[config.mk]
export PLATFORM = sky130hd
export DESIGN_NAME = immed_pack
export DESIGN_NICKNAME = d
export VERILOG_FILES = /design/src/rtl/immed_pack.sv
export SDC_FILE = /design/constraint.sdc
export NUM_CORES = 1
export LEC_CHECK = 0
export CAP_MARGIN = 20
export CORE_MARGIN = 10
export CORE_UTILIZATION = 45
export CTS_CLUSTER_SIZE = 20
export DETAILED_ROUTE_END_ITERATION = 10
export HOLD_SLACK_MARGIN = 0.15
export PLACE_DENSITY = 0.72
export SYNTH_ARGS = -nofsm -noshare
export SYNTH_HDL_FRONTEND = slang
export SYNTH_SLANG_ARGS = --single-unit
[constraint.sdc]
create_clock -name clk -period 3.7 [get_ports clk]
set_input_delay 0.74 -clock clk [delete_from_list [all_inputs] [get_ports clk]]
set_output_delay 0.74 -clock clk [all_outputs]
set_load 0.01 [all_outputs]
[src/rtl/immed_pack.sv]
// immed_pack
//
// Packs decoded RV32I instruction fields and a full 32-bit signed immediate
// into one 32-bit instruction word. It is the inverse of the core's immediate
// extraction. It also flags immediates that the target format cannot
// represent, and opcodes it does not handle.
//
// Pipeline: two stages with valid/ready flow control.
//   stage 1 : registers the fields, the format select and the range-check result
//   stage 2 : registers the packed word (inst) and its err flag
//
// Ports
//   clk        in   clock, all state changes on the rising edge
//   rst_n      in   asynchronous active-low reset
//   in_valid   in   request valid
//   in_ready   out  block can accept a request this cycle
//   opcode     in   target opcode (7 bits)
//   rd         in   destination register field
//   rs1        in   source 1 field
//   rs2        in   source 2 field
//   funct3     in   funct3 field
//   funct7     in   funct7 field, used by R-type only
//   immed      in   signed immediate; a byte offset for branch and jump
//   out_valid  out  packed word valid
//   out_ready  in   consumer accepts the word
//   inst       out  packed instruction word
//   err        out  immediate unrepresentable or opcode unsupported; qualifies inst
//   err_count  out  saturating count of delivered words that had err=1

module immed_pack #(
  parameter int ERR_CNT_W = 16
) (
  input  logic                 clk,
  input  logic                 rst_n,
  input  logic                 in_valid,
  output logic                 in_ready,
  input  logic [6:0]           opcode,
  input  logic [4:0]           rd,
  input  logic [4:0]           rs1,
  input  logic [4:0]           rs2,
  input  logic [2:0]           funct3,
  input  logic [6:0]           funct7,
  input  logic [31:0]          immed,
  output logic                 out_valid,
  input  logic                 out_ready,
  output logic [31:0]          inst,
  output logic                 err,
  output logic [ERR_CNT_W-1:0] err_count
);

  typedef logic [31:0] word_t;

  localparam logic [6:0] ISA_OPCODE_LOAD     = 7'h03;
  localparam logic [6:0] ISA_OPCODE_OP_IMMED = 7'h13;
  localparam logic [6:0] ISA_OPCODE_AUIPC    = 7'h17;
  localparam logic [6:0] ISA_OPCODE_STORE    = 7'h23;
  localparam logic [6:0] ISA_OPCODE_OP       = 7'h33;
  localparam logic [6:0] ISA_OPCODE_LUI      = 7'h37;
  localparam logic [6:0] ISA_OPCODE_BRANCH   = 7'h63;
  localparam logic [6:0] ISA_OPCODE_JALR     = 7'h67;
  localparam logic [6:0] ISA_OPCODE_JAL      = 7'h6F;

  typedef enum logic [2:0] {
    FMT_I,
    FMT_S,
    FMT_B,
    FMT_U,
    FMT_J,
    FMT_R,
    FMT_X
  } fmt_e;

  // Stage 1 state
  logic        s1_valid;
  fmt_e        s1_fmt;
  logic        s1_err;
  logic [6:0]  s1_opcode;
  logic [4:0]  s1_rd;
  logic [4:0]  s1_rs1;
  logic [4:0]  s1_rs2;
  logic [2:0]  s1_funct3;
  logic [6:0]  s1_funct7;
  word_t       s1_immed;

  // Stage 2 state (drives the outputs directly)
  logic        s2_valid;

  // Combinational helpers
  fmt_e        fmt_in;
  logic        err_in;
  word_t       pack_word;
  logic        s1_load;
  logic        s2_load;
  logic        out_xfer;

  // An immediate fits the format when every bit above the format's sign bit
  // copies that sign bit, i.e. the upper slice is all zeros or all ones.
  logic        fits_is;
  logic        fits_b;
  logic        fits_j;

  assign fits_is = (immed[31:11] == '0) || (immed[31:11] == '1);
  assign fits_b  = (immed[31:12] == '0) || (immed[31:12] == '1);
  assign fits_j  = (immed[31:20] == '0) || (immed[31:20] == '1);

  // Stage 2 can take a new word when it is empty or its word leaves this
  // cycle. Stage 1 can take a new request when it is empty or moves forward
  // this cycle. Because of that, a full pipe still streams one word per cycle.
  assign s2_load  = s1_valid && (!s2_valid || out_ready);
  assign in_ready = !s1_valid || s2_load;
  assign s1_load  = in_valid && in_ready;
  assign out_xfer = s2_valid && out_ready;

  assign out_valid = s2_valid;

  // Format decode and range check on the incoming request
  always_comb begin
    fmt_in = FMT_X;
    err_in = 1'b1;
    unique case (opcode)
      ISA_OPCODE_LOAD, ISA_OPCODE_OP_IMMED, ISA_OPCODE_JALR: begin
        fmt_in = FMT_I;
        err_in = !fits_is;
      end
      ISA_OPCODE_STORE: begin
        fmt_in = FMT_S;
        err_in = !fits_is;
      end
      ISA_OPCODE_BRANCH: begin
        fmt_in = FMT_B;
        err_in = !fits_b || immed[0];
      end
      ISA_OPCODE_LUI, ISA_OPCODE_AUIPC: begin
        fmt_in = FMT_U;
        err_in = (immed[11:0] != 12'h000);
      end
      ISA_OPCODE_JAL: begin
        fmt_in = FMT_J;
        err_in = !fits_j || immed[0];
      end
      ISA_OPCODE_OP: begin
        fmt_in = FMT_R;
        err_in = 1'b0;
      end
      default: begin
        fmt_in = FMT_X;
        err_in = 1'b1;
      end
    endcase
  end

  // Bit scatter of the stage 1 fields into the RV32I layouts. An out-of-range
  // immediate is simply truncated. The err flag carries the problem downstream.
  always_comb begin
    pack_word = '0;
    unique case (s1_fmt)
      FMT_I: pack_word = {s1_immed[11:0], s1_rs1, s1_funct3, s1_rd, s1_opcode};
      FMT_S: pack_word = {s1_immed[11:5], s1_rs2, s1_rs1, s1_funct3,
                          s1_immed[4:0], s1_opcode};
      FMT_B: pack_word = {s1_immed[12], s1_immed[10:5], s1_rs2, s1_rs1, s1_funct3,
                          s1_immed[4:1], s1_immed[11], s1_opcode};
      FMT_U: pack_word = {s1_immed[31:12], s1_rd, s1_opcode};
      FMT_J: pack_word = {s1_immed[20], s1_immed[10:1], s1_immed[11],
                          s1_immed[19:12], s1_rd, s1_opcode};
      FMT_R: pack_word = {s1_funct7, s1_rs2, s1_rs1, s1_funct3, s1_rd, s1_opcode};
      default: pack_word = '0;
    endcase
  end

  // Stage 1 register: captures the request only on an input transfer
  always_ff @(posedge clk or negedge rst_n) begin
    if (!rst_n) begin
      s1_valid  <= 1'b0;
      s1_fmt    <= FMT_X;
      s1_err    <= 1'b0;
      s1_opcode <= '0;
      s1_rd     <= '0;
      s1_rs1    <= '0;
      s1_rs2    <= '0;
      s1_funct3 <= '0;
      s1_funct7 <= '0;
      s1_immed  <= '0;
    end else if (s1_load) begin
      s1_valid  <= 1'b1;
      s1_fmt    <= fmt_in;
      s1_err    <= err_in;
      s1_opcode <= opcode;
      s1_rd     <= rd;
      s1_rs1    <= rs1;
      s1_rs2    <= rs2;
      s1_funct3 <= funct3;
      s1_funct7 <= funct7;
      s1_immed  <= immed;
    end else if (s2_load) begin
      s1_valid  <= 1'b0;
    end
  end

  // Stage 2 register: inst/err change only when a new word loads, so they
  // hold steady while the consumer stalls
  always_ff @(posedge clk or negedge rst_n) begin
    if (!rst_n) begin
      s2_valid <= 1'b0;
      inst     <= '0;
      err      <= 1'b0;
    end else if (s2_load) begin
      s2_valid <= 1'b1;
      inst     <= pack_word;
      err      <= s1_err;
    end else if (out_ready) begin
      s2_valid <= 1'b0;
    end
  end

  // Error counter: counts delivered err words and sticks at all-ones
  always_ff @(posedge clk or negedge rst_n) begin
    if (!rst_n) begin
      err_count <= '0;
    end else if (out_xfer && err && (err_count != '1)) begin
      err_count <= err_count + 1'b1;
    end
  end

endmodule

==> results.md <==
- Slew HR: 0.462
- H-tree depth: 4
- Cell repeated most along the worst path: clkdlybuf4s50_1
- I/O pins: 119
- RePlAce Congestion: between 0.8 and 0.9
- Library cells used by synthesis: 58
- Worst EP required: approximately 3000 ps
- CP endpoint kind: output pin
- Critical Path Start Type: primary input
- Row count: 40
- Syn nets: approximately 700
- Max Cap Violations: 0
- DRT Wirelength: 15300 um
- Worst-margin pin slew: 807 ps
- CP Cell Sequence: clkdlybuf4s50_1 > nand3b_1 > clkdlybuf4s50_1
- Core box area: ~0.012 mm2
- Starting density of the core: 0.464
- # nets final: 806
- Die Wd: 132 um
- Tcrit/Tclk final: 0.749
- Worst-path clk slew: approximately 50 ps
- Seq/Total Area, Yosys: 0.530
- Vias in the first global route: 4905
- Final worst slack: 930 ps
- Area Overhead vs Synth: 35.7%
- Cts bufs inserted: 17
- Setup tns final: 0 ps
- Insertion delay of the later-clocked pin in the worst-skew pair: around 420 ps
- Die Ht: 132 um
- Synth warnings: 0
- DR WL/cell: 16.6 um
- Largest net degree at the start of global routing: 63
- Crit path from: out_ready
- CTS Hold Bufs: 0
- Critical R2R Capture: inst[15]$_DFFE_PN0P_
- Status: finished, final reports clean
- Path depth of the worst reg2reg path: 5
- Critical path type: primary input to output pin
- Crit path to: in_ready
- Cell Pwr Density: 561 mW/mm2
- Finished Layout Cells: ~920
- FF-to-FF Start: s1_fmt[2]$_DFFE_PN1P_
- Unrepaired setup endpoints after global routing: false
- GR Overflow Total: 0
- Area leader, netlist: dfrtp_1
- DRC errors left: 0
- Internal power: 0.00317 W
- Final Hold Fails: 0
- Final setup vio count: 0
- Layout cell share with drive strength beyond 1: 0.0720
- CP max stage delay: 580 ps
- Port Buf Inserts: between 100 and 150
- Setup Buffers After CTS: 0
- Arr. time, crit path: 2030 ps
- Final instance area: 0.00763 mm2
- TritonCTS clock tree: yes
- Sequential fraction of design power: 0.387
- Clock Skew: 6.68 ps
- Placed cell areas: around 0.0070 mm2
- Final ANT Viol Nets: 0
- Placed Cells: 886
- Initial antenna violation count: 0
- Total track usage: 0.180
- Maximum buffer depth of the clock tree: 2
- Worst hold path type: primary input to asynchronous set/reset pin
- Placement Setup Slack: 924 ps
- EDFF count, synth: 0
- Final Critical Period: 2770 ps
- Post-cts resize count: 0
- Post-Synthesis Cells: ~630
- CP max FO: 4
- Switch Pwr: ~0.0011 W
- Sw frac: 0.259
- Drt first-iter violations: ~350
- Max VDD drop: slightly above 300 uV
- Synth Register Bits: ~120
- Critical-path top delay cell: clkdlybuf4s50_1
- Sink Count: ~120
- Synth top area share: 0.521
- Fillers: 1049
- CTS root buf: clkbuf_16
- Mapped Area: 0.00562 mm2
- Top post-synthesis cells by area: dfrtp_1, nand2_1, o21ai_1
- Logic gate share of total power: 0.181
- Worst R2R Setup Slack: roughly 1500 ps
- Via density: 5.30
- Avg Synthesized Cell Area: 8.97 um2
- Post-synth top flop: dfrtp_1
- DR vias: just under 5000
- DIE AREA: 0.0174 mm2
- Placed wire-length estimate: approximately 11000 um
- Post-synthesis async set-or-reset flop share: 1.00
- Initial DRT Pass Iterations: 5
- Global-route wire length before repair: 25500 um
- Static Leak: around 3.4 nW
- FMAX: 361 MHz
- Max Transition Viols Final: 0
- Clk pwr share: 0.432
-- power groups by stage --
stage / logic, W / clock network [W] / registers (W)
4_1_cts: 0.000785 / 0.00188 / 0.00166
3_3_place_gp: 0.000759 / 0 / 0.00167
3_5_place_dp: 0.000778 / 0 / 0.00168
5_1_grt: 0.000861 / 0.00192 / 0.00168
6_report: 0.000774 / 0.00185 / 0.00166
2_1_floorplan: 0.000349 / 0 / 0.00167
-- flip-flops by register name, summed over array words and instances (netlist names) --
name,count
err,1
out_valid,1
s1_valid,1
s1_immed,32
s1_fmt,3
s1_opcode,7
s1_rs1,5
s1_funct3,3
inst,32
s1_rd,5
err_count,16
s1_funct7,7
s1_err,1
s1_rs2,5
-- layout make-up --
cell class              instances  area [um2]  share of cell area
clock inverters                 8         165              0.0216
inverters                       5        18.8             0.00246
diodes                          1        2.50            0.000328
repair buffers                126        1260               0.166
multi-input cells             468        2490               0.326
well taps                     168         210              0.0276
clock buffers                  24         502              0.0658
flip-flops and latches        119        2980               0.391
-- cell usage in the layout (no fill, tap or decap), types with 2 or more instances in the layout --
cell type | Yosys | layout
nor2b_1 | 15 | 15
clkbuf_16 | 0 | 17
o22ai_1 | 2 | 2
o22a_1 | 8 | 8
a22oi_1 | 13 | 13
and4_1 | 2 | 2
xnor2_1 | 9 | 9
o221ai_1 | 8 | 8
inv_1 | 3 | 3
mux2_1 | 11 | 11
dfstp_2 | 2 | 2
a211oi_1 | 2 | 2
clkinv_2 | 0 | 3
nand2_2 | 0 | 2
o21ai_0 | 5 | 5
clkbuf_8 | 0 | 5
buf_12 | 0 | 2
nor4_1 | 8 | 8
buf_4 | 0 | 7
and3_1 | 2 | 2
nor3_1 | 3 | 3
o21ai_1 | 44 | 44
nand2_1 | 241 | 239
bufinv_16 | 0 | 5
nand4_1 | 9 | 9
nand2b_1 | 5 | 5
nor2_1 | 15 | 15
xor2_1 | 7 | 7
clkdlybuf4s50_1 | 0 | 117
a21oi_1 | 16 | 16
nand3_1 | 6 | 6
mux2i_1 | 7 | 7
dfrtp_1 | 117 | 117
clkbuf_1 | 14 | 2
inv_2 | 2 | 2
-- per-layer routing --
metal | vias to the layer above | global-route usage | routed length [um]
met4 | 0 | 0.0612 | 234
li1 | 2357 | - | -
met3 | 20 | 0.0583 | 946
met5 | - | 0 | 0
met2 | 155 | 0.282 | 7040
met1 | 2341 | 0.229 | 7040
-- critical path, delay by kind of cell --
kind	cells	cell delay, ps
buf+inv	2	1080
simple gates	1	210
-- cell families after synthesis --
family,after synthesis,share of synthesized area
XOR/XNOR,16,0.0249
multiplexers,20,0.0405
adder cells (fa/ha/maj),1,0.00223
AND/OR/NAND/NOR,318,0.246
AO/OA/AOI/OAI,113,0.128
flip-flops,119,0.530
buffers and inverters,40,0.0285
-- cells in the mapped netlist (2+ instances only) --
library cell  number
inv_2              2
and4_1             2
o221ai_1           8
o21ai_0            5
nand2_1          241
nor2b_1           15
o21ai_1           44
xor2_1             7
a21oi_1           16
nor2_1            15
and2_1             2
clkbuf_1          14
nor4_1             8
o22ai_1            2
nand2b_1           5
a22oi_1           13
nand4_1            9
nand3_1            6
buf_2              8
and3_1             2
dfrtp_1          117
dfstp_2            2
inv_1              3
mux2i_1            7
buf_1             13
nor3_1             3
o22a_1             8
mux2_1            11
xnor2_1            9
a211oi_1           2
-- metrics by stage --
step                      utilization  hold slack [ps]  power, W
after floorplan                     -              444   0.00202
after global placement          0.575              458   0.00242
after detailed placement        0.575              467   0.00245
after CTS                       0.630              435   0.00432
after global routing            0.630              476   0.00447
final                           0.630              414   0.00428
-- how the worst min path moves through the flow --
stage,cells past startpoint,startpoint,end
3_3_place_gp,2,s1_immed[23]$_DFFE_PN0P_,s1_immed[23]$_DFFE_PN0P_
6_report,1,rst_n,inst[7]$_DFFE_PN0P_
2_1_floorplan,0,rst_n,err$_DFFE_PN0P_
5_1_grt,1,rst_n,inst[5]$_DFFE_PN0P_
4_1_cts,1,rst_n,inst[8]$_DFFE_PN0P_
3_5_place_dp,2,s1_immed[10]$_DFFE_PN0P_,s1_immed[10]$_DFFE_PN0P_
Power figures use the tool's default switching activity.
